==> src/rtl/mmc1_serial_core.sv <==
// MMC1 (SxROM) serial register core: 5-write serial loader plus PRG/CHR/WRAM/mirroring decode.
// Optional macro MMC1_WRITE_FILTER_EN rejects a $8000+ write on the ce cycle right after another one.
module mmc1_serial_core #(
    parameter logic [3:0] LAST_BANK   = 4'hF,
    parameter logic [8:0] WRAM_PREFIX = 9'b11_1100_000,
    parameter logic [4:0] CHR_PREFIX  = 5'b10000
) (
    input  logic        clk,
    input  logic        reset_n,
    input  logic        ce,
    input  logic [15:0] prg_ain,
    input  logic [7:0]  prg_din,
    input  logic        prg_write,
    input  logic [13:0] chr_ain,
    output logic [21:0] prg_aout,
    output logic [21:0] chr_aout,
    output logic [3:0]  mmc1_chr,
    output logic [21:0] mmc1_aout,
    output logic        vram_a10,
    output logic        wram_ce
);

    logic [4:0] shift;
    logic [4:0] control;
    logic [4:0] chr0;
    logic [4:0] chr1;
    logic [4:0] prg;
    logic [4:0] nxt;
    logic       filtered;
    logic       accept;
    logic [3:0] prg_bank;
    logic [4:0] chr_bank;
    logic       unused_bits;

`ifdef MMC1_WRITE_FILTER_EN
    // Remembers whether the previous ce cycle was a mapper write, so RMW double writes drop out.
    logic wr_prev;

    always_ff @(posedge clk or negedge reset_n) begin
        if (!reset_n) begin
            wr_prev <= 1'b0;
        end else if (ce) begin
            wr_prev <= prg_write && prg_ain[15];
        end
    end

    assign filtered = wr_prev;
`else
    assign filtered = 1'b0;
`endif

    assign accept = ce && prg_write && prg_ain[15] && !filtered;
    assign nxt    = {prg_din[0], shift[4:1]};

    // The 1 in shift walks down to bit0; seeing it there means this write is the fifth.
    always_ff @(posedge clk or negedge reset_n) begin
        if (!reset_n) begin
            shift   <= 5'b10000;
            control <= 5'b01100;
            chr0    <= 5'd0;
            chr1    <= 5'd0;
            prg     <= 5'd0;
        end else if (accept) begin
            if (prg_din[7]) begin
                shift   <= 5'b10000;
                control <= control | 5'b01100;
            end else if (shift[0]) begin
                shift <= 5'b10000;
                case (prg_ain[14:13])
                    2'd0:    control <= nxt;
                    2'd1:    chr0    <= nxt;
                    2'd2:    chr1    <= nxt;
                    default: prg     <= nxt;
                endcase
            end else begin
                shift <= nxt;
            end
        end
    end

    always_comb begin
        prg_bank = 4'd0;
        prg_aout = {6'b0, prg_ain};
        wram_ce  = 1'b0;
        if (prg_ain[15]) begin
            case (control[3:2])
                2'b10:   prg_bank = prg_ain[14] ? prg[3:0] : 4'd0;
                2'b11:   prg_bank = prg_ain[14] ? LAST_BANK : prg[3:0];
                default: prg_bank = {prg[3:1], prg_ain[14]};
            endcase
            prg_aout = {4'b0, prg_bank, prg_ain[13:0]};
        end else if (prg_ain[14:13] == 2'b11) begin
            prg_aout = {WRAM_PREFIX, prg_ain[12:0]};
            wram_ce  = !prg[4];
        end
    end

    always_comb begin
        chr_bank = {chr0[4:1], chr_ain[12]};
        if (control[4]) begin
            chr_bank = chr_ain[12] ? chr1 : chr0;
        end
        chr_aout = {CHR_PREFIX, chr_bank, chr_ain[11:0]};
    end

    always_comb begin
        vram_a10 = 1'b0;
        case (control[1:0])
            2'd0:    vram_a10 = 1'b0;
            2'd1:    vram_a10 = 1'b1;
            2'd2:    vram_a10 = chr_ain[10];
            default: vram_a10 = chr_ain[11];
        endcase
    end

    assign mmc1_chr  = chr0[4:1];
    assign mmc1_aout = prg_aout;

    assign unused_bits = &{1'b0, prg_din[6:1], chr_ain[13]};

endmodule

==> config.mk <==
export PLATFORM = sky130hd
export DESIGN_NAME = mmc1_serial_core
export DESIGN_NICKNAME = d
export VERILOG_FILES = /design/src/rtl/mmc1_serial_core.sv
export SDC_FILE = /design/constraint.sdc
export NUM_CORES = 1
export LEC_CHECK = 0
export CAP_MARGIN = 10
export CORE_ASPECT_RATIO = 0.8
export CORE_MARGIN = 10
export CORE_UTILIZATION = 39
export DETAILED_ROUTE_END_ITERATION = 6
export PLACE_DENSITY_LB_ADDON = 0.15
export SETUP_SLACK_MARGIN = 0.1
export SYNTH_ARGS = -nofsm -noshare
export SYNTH_HDL_FRONTEND = slang
export SYNTH_SLANG_ARGS = --single-unit
==> constraint.sdc <==
create_clock -name clk -period 3 [get_ports clk]
set_input_delay 0.6 -clock clk [delete_from_list [all_inputs] [get_ports clk]]
set_output_delay 0.6 -clock clk [all_outputs]
set_load 0.02 [all_outputs]
== Yosys cells after proc, flatten, opt, wreduce, memory -nomap -nowiden ==
Cells that the tools add are included.

* Flip-flop bits (word level): 25
* Input bits: 42
* Output and inout port bits: 72
* Word-level logic and storage cells: 43

* Equal/unequal tests: 7
* Muxes and demuxes: 15
* Bitwise logic cells: 2
* Reductions and logical operators: 13

{| class="wikitable"
|+ Operator list
! cell !! count
|-
| 22-bit two-way mux || 2
|-
| 4-bit two-way mux || 5
|-
| 5-bit two-way mux || 4
|-
| 4-bit AND reduction || 4
|-
| 2-bit equality test, second input constant || 5
|-
| 4-bit one-hot mux with 2 select lines || 1
|-
| 2-bit by 1-bit equality test with 1-bit output, second input constant || 2
|-
| 2-bit logical NOT || 2
|-
| 2-bit nonzero test || 2
|-
| 1-bit one-hot mux with 3 select lines || 1
|-
| 3-bit AND reduction || 1
|-
| 3-bit OR reduction || 1
|-
| 1-bit logical AND || 2
|-
| 1-bit two-way mux || 2
|-
| 1-bit inverter || 2
|-
| 1-bit logical NOT || 1
|}

== Logic depth before layout (Yosys ltp) ==
Gate-level depths: netlist (run 1).

* Depth in word-level cells: 4
* Gate-level depth with buffers: 5
* Mapped depth without buffers: 3

== Worst setup path after synthesis (run 1) ==
No wires, ideal clock.

* Path type: input to output
* From: input port prg_ain[14]
* To: output port prg_aout[13]
* Arrival time: 1.572 ns
* Data required time: 2.400 ns
* Path slack: 0.828 ns
* Cell stages on the path: 3
* Buffers on the path: 2
* Cell sequence: buf_4 -> a21boi_0 -> buf_4

* Cells in the longest elaborated chain, start to end: 3

{| class="wikitable"
|+ RTL lines
! what !! RTL line !! text
|-
| from (decl) || 11 || <nowiki>input logic [15:0] prg_ain,</nowiki>
|-
| 2-bit equality test || 92 || <nowiki>end else if (prg_ain[14:13] == 2'b11) begin</nowiki>
|-
| 22-bit two-way mux || 92 ||
|-
| 22-bit two-way mux || 85 || <nowiki>if (prg_ain[15]) begin</nowiki>
|-
| to (decl) || 15 || <nowiki>output logic [21:0] prg_aout,</nowiki>
|}

No other way between the ends.

== Worst setup path in the final report (run 1) ==
* From: input port prg_ain[15]
* To: output port prg_aout[21]

* Cells in the longest elaborated chain, start to end: 1

{| class="wikitable"
|+ RTL lines
! what !! RTL line
|-
| 22-bit two-way mux || 85
|}

No other way between the ends.

==> flow_metrics.py, run 1 <==
metrics = {
    "clocking": {
        "postCtsSetupBuffers": 0,
        "cts_root_buffer": "clkbuf_8",
        "clk_latency_ns": 0.27,
        "clockBufferDepth": 2,
        "cts_buffers": 3,
        "cts_hold_buf": 0,
        "cts.sinks": 25,
        "cts-htree-levels": 1,
        "path_clk_slew_ns": 0.09,
        "cts_tree": "built",
    },
    "floorplan": {
        "initial_utilization_pct": 40.52,
        "core-area_um2": 4178,
        "rows": 21,
        "die_height_um": 78.93,
        "num_io_pins": 114,
        "die_w_um": 93.66,
        "die_area_um2": 7393,
    },
    "power": {
        "leakagePower_nw": 0.9121,
        "ir_drop_v": 0.0002371,
        "power.total_w": 0.0006847,
        "p_per_area_nw_per_um2": 373.8,
    },
    "critical_path": {
        "path_cells": "clkdlybuf4s50_1, inv_1, and3_1, buf_4, clkdlybuf4s50_1",
        "path_max_fanout": 5,
        "crit_buf_inv": 4,
        "setup.worst_path.start_class": "input pin",
        "cp_top_family": "buffers and inverters",
        "slowest_delay_ns": 0.61,
        "arrival_ns": 2.17,
        "crit_slowest_cell": "clkdlybuf4s50_1",
        "crit_type": "in -> out",
        "required_ns": 2.40,
        "cpMostUsedCell": "clkdlybuf4s50_1",
        "end_kind": "primary output",
    },
    "run_status": {
        "status": "finished clean",
    },
    "routing": {
        "wl_um": 3542,
        "detail_route.iter0.violations": 48,
        "first_pass_iters": 4,
        "via_per_inst": 4.782,
        "drc": 0,
        "dr_total_vias": 1076,
        "ant_nets": 0,
        "routedWlPerCell_um": 15.74,
    },
    "grt": {
        "track_usage_pct": 9.524,
        "antenna_found_initial": 0,
        "grt_start_max_net_pins": 26,
        "grt_pass1_wl_um": 5809,
        "grt_pass1_vias": 1076,
        "overflow": 0,
    },
    "synth": {
        "synthAdderAreaFrac_pct": 0,
        "yosysUniqueCellTypes": 28,
        "synthesis.instances": 174,
        "async_reset_ff_share_pct": 100.0,
        "yosys_warnings": 0,
        "synth_area_um2": 1693,
        "synth_compound_area_share_pct": 5.839,
        "synth-edff-count": 0,
        "synthFlopType": "dfrtp_1",
        "synth_top_family_by_area": "buffers and inverters",
        "muxShareOfSynthArea_pct": 14.63,
        "ys_seq_elements": 25,
        "ys_seq_area_share_pct": 37.18,
        "synthXorXnorAreaFrac_pct": 0,
        "syn_area_per_cell_um2": 9.729,
        "synthSimpleGateAreaFrac_pct": 14.12,
    },
    "sta": {
        "period_share_pct": 92.37,
        "setup_viol_count_final": 0,
        "finalSetupTns_ns": 0,
        "setup_ws_ns": 0.2290,
        "fmax_ghz": 0.3609,
        "fin_crit_ns": 2.771,
        "drv_slew": 0,
        "rsz0062_at_grt": "no",
        "fin_worst_skew_ns": 0.008168,
        "hold_viol": 0,
    },
    "placement": {
        "placed_area_um2": 1785,
        "gp_congestion": 0.8116,
        "pre_cts_slack_ns": 0.05649,
        "dp_hpwl_um": 2809,
        "portBuffers": 42,
        "dp_cells": 221,
    },
    "finish": {
        "final_common_cell": "clkdlybuf4s50_1",
        "area_growth_pct": 8.204,
        "nFillCells": 395,
        "layout_common_cells": "34 x clkdlybuf4s50_1, 22 x mux2_2, 22 x dfrtp_1",
        "diodes": 0,
        "fin_area_um2": 1832,
        "fin_cells": 225,
        "fin_nets": 211,
        "layout-drive-gt1-share_pct": 23.21,
    },
    "flow_run": {
        "drv_cap": 0,
    },
    "min_path": {
        "worstHoldPathType": "reg -> reg",
    },
}
==> worst paths after layout <==
path | from | end | slack (ns) | cells past startpoint
setup / recovery | prg_ain[15] | prg_aout[21] | 0.23 | 5
hold / removal | chr1[1]$_DFFE_PN0P_ | chr1[1]$_DFFE_PN0P_ | 0.51 | 1
setup reg to reg | shift[0]$_DFFE_PN0P_ | control[1]$_DFFE_PN0P_ | 1.65 | 3
hold reg to reg | chr1[1]$_DFFE_PN0P_ | chr1[1]$_DFFE_PN0P_ | 0.51 | 1
max in group asynchronous | reset_n | control[3]$_DFFE_PN1P_ | 2.02 | 2
min in group asynchronous | reset_n | control[0]$_DFFE_PN0P_ | 0.68 | 2
==> cell usage after synthesis (2+ instances only) <==
| cell | instances | area, um^2 |
|---|---|---|
| buf_4 | 60 | 450.4 |
| dfrtp_1 | 22 | 550.5 |
| mux2_2 | 22 | 247.7 |
| nand2_1 | 14 | 52.55 |
| nand3_1 | 7 | 35.03 |
| a21oi_1 | 5 | 25.02 |
| o21ai_0 | 5 | 25.02 |
| inv_1 | 4 | 15.01 |
| nor2_1 | 4 | 15.01 |
| nor3_1 | 4 | 20.02 |
| a31oi_1 | 3 | 18.77 |
| dfstp_2 | 3 | 78.83 |
| a21o_1 | 2 | 15.01 |
| and3_1 | 2 | 12.51 |
| conb_1 | 2 | 7.510 |
| nor2b_1 | 2 | 12.51 |
| nor4_1 | 2 | 12.51 |
==> worst reg2reg max path: cells and delay by family, from the launching register on <==
| family | cells | cell delay [ns] |
|---|---|---|
| flops | 1 | 0.45 |
| simple gates | 2 | 0.43 |
| mux | 1 | 0.36 |
==> state kept, by name, indices dropped and copies added (netlist names) <==
register	flops
chr0	5
chr1	5
control	5
prg	5
shift	5
==> per-stage QoR <==
step / util [%] / hold WS (ns)
finish: 43.85 / 0.5111
CTS: 43.73 / 0.5166
global route: 43.85 / 0.5303
detailed placement: 42.74 / 0.4952
global placement: 42.74 / 0.4879
floorplan: - / 0.3044
==> cells by family after synthesis <==
| group | after synthesis |
|---|---|
| other | 2 |
| flip-flops | 25 |
| AND/OR/NAND/NOR | 43 |
| AO/OA/AOI/OAI | 17 |
| multiplexers | 22 |
| buffers and inverters | 65 |
==> repair_timing <==
action                                 in CTS  in global routing
resized for setup                           6                  2
endpoints found under the hold margin       0                  0
pin swaps                                   0                  0
setup endpoints to repair                   7                  6
==> final cells by class <==
type	count	area (um^2)	area share, %
tap	57	71.32	3.893
multi-input combinational	87	604.3	32.99
timing repair buffer	48	462.9	25.27
clock inverter	1	7.507	0.4098
clock buffer	3	41.29	2.254
inverter	4	15.01	0.8197
sequential	25	629.4	34.36
==> power by group <==
group	switching, W	internal (W)	total, W	leakage, nW
logic	0.0000610	0.0000493	0.000110	0.553
registers	0.0000185	0.000351	0.000370	0.337
clock network	0.000111	0.0000941	0.000205	0.0217
==> layer usage <==
layer	up-vias	GRT usage [%]	share of wire (%)
met4	0	1.818	0.76
met5	-	0	0
met3	2	3.853	6.4
met1	519	11.40	46
li1	517	-	-
met2	38	15.83	47
Note: power is estimated with default switching activity, not from simulation.
==> run 2: changes to the inputs <==
--- a/config.mk
+++ b/config.mk
@@ -7,7 +7,7 @@
 export LEC_CHECK = 0
 export CAP_MARGIN = 10
 export CORE_ASPECT_RATIO = 0.8
-export CORE_MARGIN = 10
+export CORE_MARGIN = 5
 export CORE_UTILIZATION = 39
 export DETAILED_ROUTE_END_ITERATION = 6
 export PLACE_DENSITY_LB_ADDON = 0.15
==> run 2 against run 1 <==
Net effect:
- first-iteration DRC count increased by 23%
- clock power decreased by 4%
- die area decreased by 22%
- power decreased by 1.5%
- global-route usage increased by 1.5 points
- routed wire length decreased by 12%
- combinational power about the same
- core utilization decreased by 0.48 points
- sequential power about the same
- largest cell class unchanged
- highest routed layer unchanged
==> flow_metrics.py, run 2 (synthesis gave the netlist of run 1 again) <==
metrics = {
    "clocking": {
        "cts_root_buffer": "clkbuf_8",
        "cts_hold_buf": 0,
        "cts_buffers": 3,
        "postCtsSetupBuffers": 0,
        "clockBufferDepth": 2,
        "clk_latency_ns": 0.27,
        "cts.sinks": 25,
        "cts_tree": "built",
        "path_clk_slew_ns": 0.08,
        "cts-htree-levels": 1,
    },
    "placement": {
        "gp_congestion": 0.7525,
        "placed_area_um2": 1778,
        "dp_hpwl_um": 2450,
        "portBuffers": 42,
    },
    "sta": {
        "drv_slew": 0,
        "finalSetupTns_ns": 0,
        "period_share_pct": 91.56,
        "fmax_ghz": 0.3641,
        "fin_worst_skew_ns": 0.006883,
        "setup_viol_count_final": 0,
        "hold_viol": 0,
        "rsz0062_at_grt": "no",
        "fin_crit_ns": 2.747,
    },
    "critical_path": {
        "r2r-end": "control[0]$_DFFE_PN0P_",
        "cp-startpoint": "prg_ain[15]",
        "r2r_slack_ns": 1.65,
        "end_kind": "primary output",
        "crit-reg2reg-launch": "shift[0]$_DFFE_PN0P_",
        "path_max_fanout": 6,
        "setup.worst_path.start_class": "input pin",
        "r2r_cells": 3,
        "required_ns": 2.40,
        "crit_end": "mmc1_aout[19]",
        "arrival_ns": 2.15,
        "crit_type": "in -> out",
    },
    "grt": {
        "antenna_found_initial": 0,
        "grt_pass1_wl_um": 5071,
        "grt_start_max_net_pins": 26,
        "track_usage_pct": 11.00,
        "grt_pass1_vias": 1037,
        "overflow": 0,
    },
    "routing": {
        "routedWlPerCell_um": 13.99,
        "ant_nets": 0,
        "first_pass_iters": 4,
        "detail_route.iter0.violations": 59,
        "dr_total_vias": 1085,
        "via_per_inst": 4.844,
        "drc": 0,
        "wl_um": 3133,
    },
    "power": {
        "switchingPower_w": 0.0001806,
        "p_per_area_nw_per_um2": 370.1,
        "switching_share_pct": 26.77,
        "clkPwrFrac_pct": 29.2,
        "pwr-share-seq_pct": 54.8,
        "p_comb_share_pct": 16.1,
        "internal_power_w": 0.0004941,
        "ir_drop_v": 0.0001706,
        "leakagePower_nw": 0.8888,
    },
    "floorplan": {
        "die_area_um2": 5767,
        "num_io_pins": 114,
        "core-area_um2": 4204,
        "die_height_um": 68.93,
        "rows": 21,
        "initial_utilization_pct": 40.27,
        "die_w_um": 83.66,
    },
    "finish": {
        "fin_area_um2": 1823,
        "fin_nets": 210,
        "diodes": 0,
        "layout_common_cells": "35 x clkdlybuf4s50_1, 22 x mux2_2, 22 x dfrtp_1",
        "layout-drive-gt1-share_pct": 23.35,
        "area_growth_pct": 7.687,
        "final_common_cell": "clkdlybuf4s50_1",
    },
    "flow_run": {
        "drv_cap": 0,
    },
    "min_path": {
        "worstHoldPathType": "reg -> reg",
    },
    "run_status": {
        "status": "finished clean",
    },
}
==> run 2: cell count changes in the layout (fill, tap and decap cells not counted), sizes merged <==
| cell | previous run | this run |
|---|---|---|
| buf | 6 | 5 |
| clkdlybuf4s50 | 34 | 35 |
| dlymetal6s2s | 2 | 1 |
==> run 2: metal layers <==
layer / wire, um / up-vias / share of wire, % / global-route usage, %
met4: 58 / 0 / 1.9 / 2.410
met2: 1492 / 36 / 48 / 19.25
met5: 0 / - / 0 / 0
li1: - / 513 / - / -
met1: 1344 / 517 / 43 / 13.20
met3: 237 / 19 / 7.6 / 4.038
==> run 2: area by class of cell <==
cell class	instances	area [um^2]
multi-input cells	87	605.6
inverters	4	15.01
fillers	410	2381
clock inverters	1	7.507
flip-flops and latches	25	629.4
well taps	57	71.32
repair buffers	47	452.9
clock buffers	3	41.29
==> run 2: timing repair <==
item,CTS,global route
pin swaps,0,0
setup endpoints to repair,9,5
resized for setup,7,1
hold endpoints to repair,0,0
==> run 2: worst min path at each step <==
stage                        startpoint                   to  depth (start not counted)
floorplan                       reset_n  chr0[0]$_DFFE_PN0P_                          0
global placement    chr1[3]$_DFFE_PN0P_  chr1[3]$_DFFE_PN0P_                          1
detailed placement  chr1[3]$_DFFE_PN0P_  chr1[3]$_DFFE_PN0P_                          1
CTS                 chr1[3]$_DFFE_PN0P_  chr1[3]$_DFFE_PN0P_                          1
global route        chr1[3]$_DFFE_PN0P_  chr1[3]$_DFFE_PN0P_                          1
finish              chr1[3]$_DFFE_PN0P_  chr1[3]$_DFFE_PN0P_                          1
==> run 2: critical path, stage by stage <==
cell and delay, ns:
clkdlybuf4s50_1 0.42, inv_1 0.13, and3_2 0.25, buf_4 0.14, clkdlybuf4s50_1 0.61
==> run 2: power groups by stage <==
stage	logic (W)	clock network, W	registers, W
after floorplan	0.000138	0	0.000369
after global placement	0.000111	0	0.000376
after detailed placement	0.000112	0	0.000376
after CTS	0.000110	0.000206	0.000370
after global routing	0.000119	0.000223	0.000372
final	0.000109	0.000197	0.000369
==> run 2: through the flow <==
| stage | utilization [%] | hold slack (ns) | cells | setup WS (ns) | power [W] |
|---|---|---|---|---|---|
| 3_5_place_dp | 42.29 | 0.4947 | 220 | 0.07128 | 0.0004883 |
| 6_report | 43.36 | 0.5088 | 224 | 0.2533 | 0.0006747 |
| 2_1_floorplan | - | 0.3044 | 177 | 0.8285 | 0.0005067 |
| 5_1_grt | 43.36 | 0.5391 | 224 | 0.1630 | 0.0007142 |
| 3_3_place_gp | 42.29 | 0.4887 | 220 | 0.08422 | 0.0004864 |
| 4_1_cts | 43.30 | 0.5135 | 224 | 0.1323 | 0.0006864 |
==> run 3: changes to the inputs <==
--- a/config.mk
+++ b/config.mk
@@ -7,10 +7,11 @@
 export LEC_CHECK = 0
 export CAP_MARGIN = 10
 export CORE_ASPECT_RATIO = 0.8
-export CORE_MARGIN = 5
+export CORE_MARGIN = 3
 export CORE_UTILIZATION = 39
 export DETAILED_ROUTE_END_ITERATION = 6
 export PLACE_DENSITY_LB_ADDON = 0.15
+export RECOVER_POWER = 50
 export SETUP_SLACK_MARGIN = 0.1
 export SYNTH_ARGS = -nofsm -noshare
 export SYNTH_HDL_FRONTEND = slang
==> constraint.sdc (replaced) <==
create_clock -name clk -period 3 [get_ports clk]
set_input_delay 0.6 -clock clk [delete_from_list [all_inputs] [get_ports clk]]
set_output_delay 0.6 -clock clk [all_outputs]
set_load 0.01 [all_outputs]
==> run 3 against run 2 <==
Net effect:
- power decreased by 2.6%
- routed wire length is 3.8% higher
- combinational power down 11%
- maximum frequency hardly changed
- clock skew is 0.0018 ns lower
- clock-buffer cell count up 1
- cell count fell by 1.3%
- via count rose by 0.83%
- highest routed layer unchanged
- largest cell class unchanged
==> flow_metrics.py, run 3 (synthesis gave the netlist of run 1 again) <==
metrics = {
    "floorplan": {
        "die_area_um2": 5172,
        "num_io_pins": 114,
        "rows": 20,
        "die_w_um": 79.66,
        "die_height_um": 64.93,
        "core-area_um2": 3979,
        "initial_utilization_pct": 42.55,
    },
    "routing": {
        "routedWlPerCell_um": 14.72,
        "first_pass_iters": 4,
        "drc": 0,
        "wl_um": 3253,
        "via_per_inst": 4.950,
        "dr_total_vias": 1094,
        "detail_route.iter0.violations": 35,
        "ant_nets": 0,
    },
    "placement": {
        "dp_hpwl_um": 2554,
        "portBuffers": 42,
        "pre_cts_slack_ns": 0.1180,
        "gp_congestion": 0.8209,
    },
    "min_path": {
        "hold_end": "chr1[0]$_DFFE_PN0P_",
        "worstHoldPathType": "reg -> reg",
        "min_path_cells": 1,
        "worstHoldStart": "chr1[0]$_DFFE_PN0P_",
    },
    "critical_path": {
        "crit-reg2reg-launch": "shift[0]$_DFFE_PN0P_",
        "crit_buf_inv": 4,
        "setup.worst_path.start_class": "input pin",
        "crit_type": "in -> out",
        "path_max_fanout": 8,
        "arrival_ns": 2.15,
        "cpMostUsedCell": "clkdlybuf4s50_1",
        "r2r_slack_ns": 1.65,
        "cp_top_family": "buffers and inverters",
        "required_ns": 2.40,
        "slowest_delay_ns": 0.54,
        "end_kind": "primary output",
        "r2r-end": "control[1]$_DFFE_PN0P_",
        "path_cells": "clkdlybuf4s50_1, inv_1, and3_1, buf_4, clkdlybuf4s50_1",
        "r2r_cells": 3,
        "crit_slowest_cell": "clkdlybuf4s50_1",
    },
    "sta": {
        "fmax_ghz": 0.3639,
        "hold_ws_ns": 0.5080,
        "finalSetupTns_ns": 0,
        "rsz0062_at_grt": "no",
        "fin_crit_ns": 2.748,
        "maxSlewHeadroom_pct": 8.878,
        "worst_slew_pin_slew_ns": 1.367,
        "drv_slew": 0,
        "hold_viol": 0,
        "setup_ws_ns": 0.2523,
        "fin_worst_skew_ns": 0.005102,
        "period_share_pct": 91.59,
        "setup_viol_count_final": 0,
    },
    "run_status": {
        "status": "finished clean",
    },
    "clocking": {
        "clockBufferDepth": 2,
        "cts-htree-levels": 1,
        "cts_root_buffer": "clkbuf_8",
        "cts_tree": "built",
        "path_clk_slew_ns": 0.08,
        "clk_latency_ns": 0.26,
        "cts_buffers": 3,
        "cts.sinks": 25,
    },
    "flow_run": {
        "drv_cap": 0,
    },
    "grt": {
        "grt_pass1_vias": 1069,
        "overflow": 0,
        "antenna_found_initial": 0,
        "track_usage_pct": 12.76,
        "grt_start_max_net_pins": 26,
        "grt_pass1_wl_um": 5250,
    },
    "finish": {
        "nFillCells": 368,
        "area_growth_pct": 7.022,
        "utilization_pct": 45.53,
        "layout-drive-gt1-share_pct": 21.08,
        "diodes": 0,
        "layout_common_cells": "40 x clkdlybuf4s50_1, 22 x mux2_2, 22 x dfrtp_1",
        "fin_nets": 209,
        "final_common_cell": "clkdlybuf4s50_1",
    },
    "power": {
        "ir_drop_v": 0.0003167,
        "power.total_w": 0.0006572,
        "p_per_area_nw_per_um2": 362.7,
        "leakagePower_nw": 0.8593,
    },
}
## run 3: changes by cell type in the layout (fill, tap and decap cells not counted), sizes merged
cell / change
clkinvlp: -1
clkdlybuf4s50: +5
clkbuf: +2
buf: -2
dlygate4sd3: +1
dlygate4sd2: -6
## run 3: report_power, final
part / switching (W) / internal (W)
combinational: 0.0000477 / 0.0000494
clock: 0.0000955 / 0.0000946
sequential: 0.0000188 / 0.000351
total: 0.000162 / 0.000495
## run 3: area by class of cell
class                      count  area [um^2]  share of cell area [%]
multi-input combinational     87        604.3                   33.36
timing repair buffer          46        449.2                   24.79
inverter                       4        15.01                  0.8287
clock buffer                   4        45.04                   2.486
tap                           55        68.82                   3.798
sequential                    25        629.4                   34.74
## run 3: metal layers
layer / vias up / GRT usage [%] / part of all wire (%)
met4: 0 / 1.717 / 1.2
met3: 11 / 4.306 / 7.7
met2: 45 / 21.77 / 47
met1: 530 / 16.00 / 44
li1: 508 / - / -
met5: - / 0 / 0
## run 3: worst max path at each step
stage | from | cells past startpoint | slack [ns] | to
CTS | prg_ain[14] | 5 | 0.12 | mmc1_aout[15]
global placement | prg_ain[14] | 5 | 0.14 | prg_aout[14]
detailed placement | prg_ain[14] | 5 | 0.12 | mmc1_aout[15]
global route | prg_ain[15] | 5 | 0.16 | mmc1_aout[20]
finish | prg_ain[15] | 5 | 0.25 | mmc1_aout[20]
floorplan | prg_ain[14] | 5 | 1.05 | prg_aout[15]
## run 3: what timing repair did
| item | CTS | global route |
|---|---|---|
| buffers inserted | 0 | 0 |
| hold buffers | 0 | 0 |
| endpoints found under the setup margin | 0 | 6 |
| hold endpoints to repair | 0 | 0 |
| resized for setup | 0 | 1 |
## run 3: per-stage QoR
stage | area [um^2] | instances
2_1_floorplan | 1704 | 177
4_1_cts | 1813 | 221
3_5_place_dp | 1768 | 217
5_1_grt | 1812 | 221
6_report | 1812 | 221
3_3_place_gp | 1768 | 217
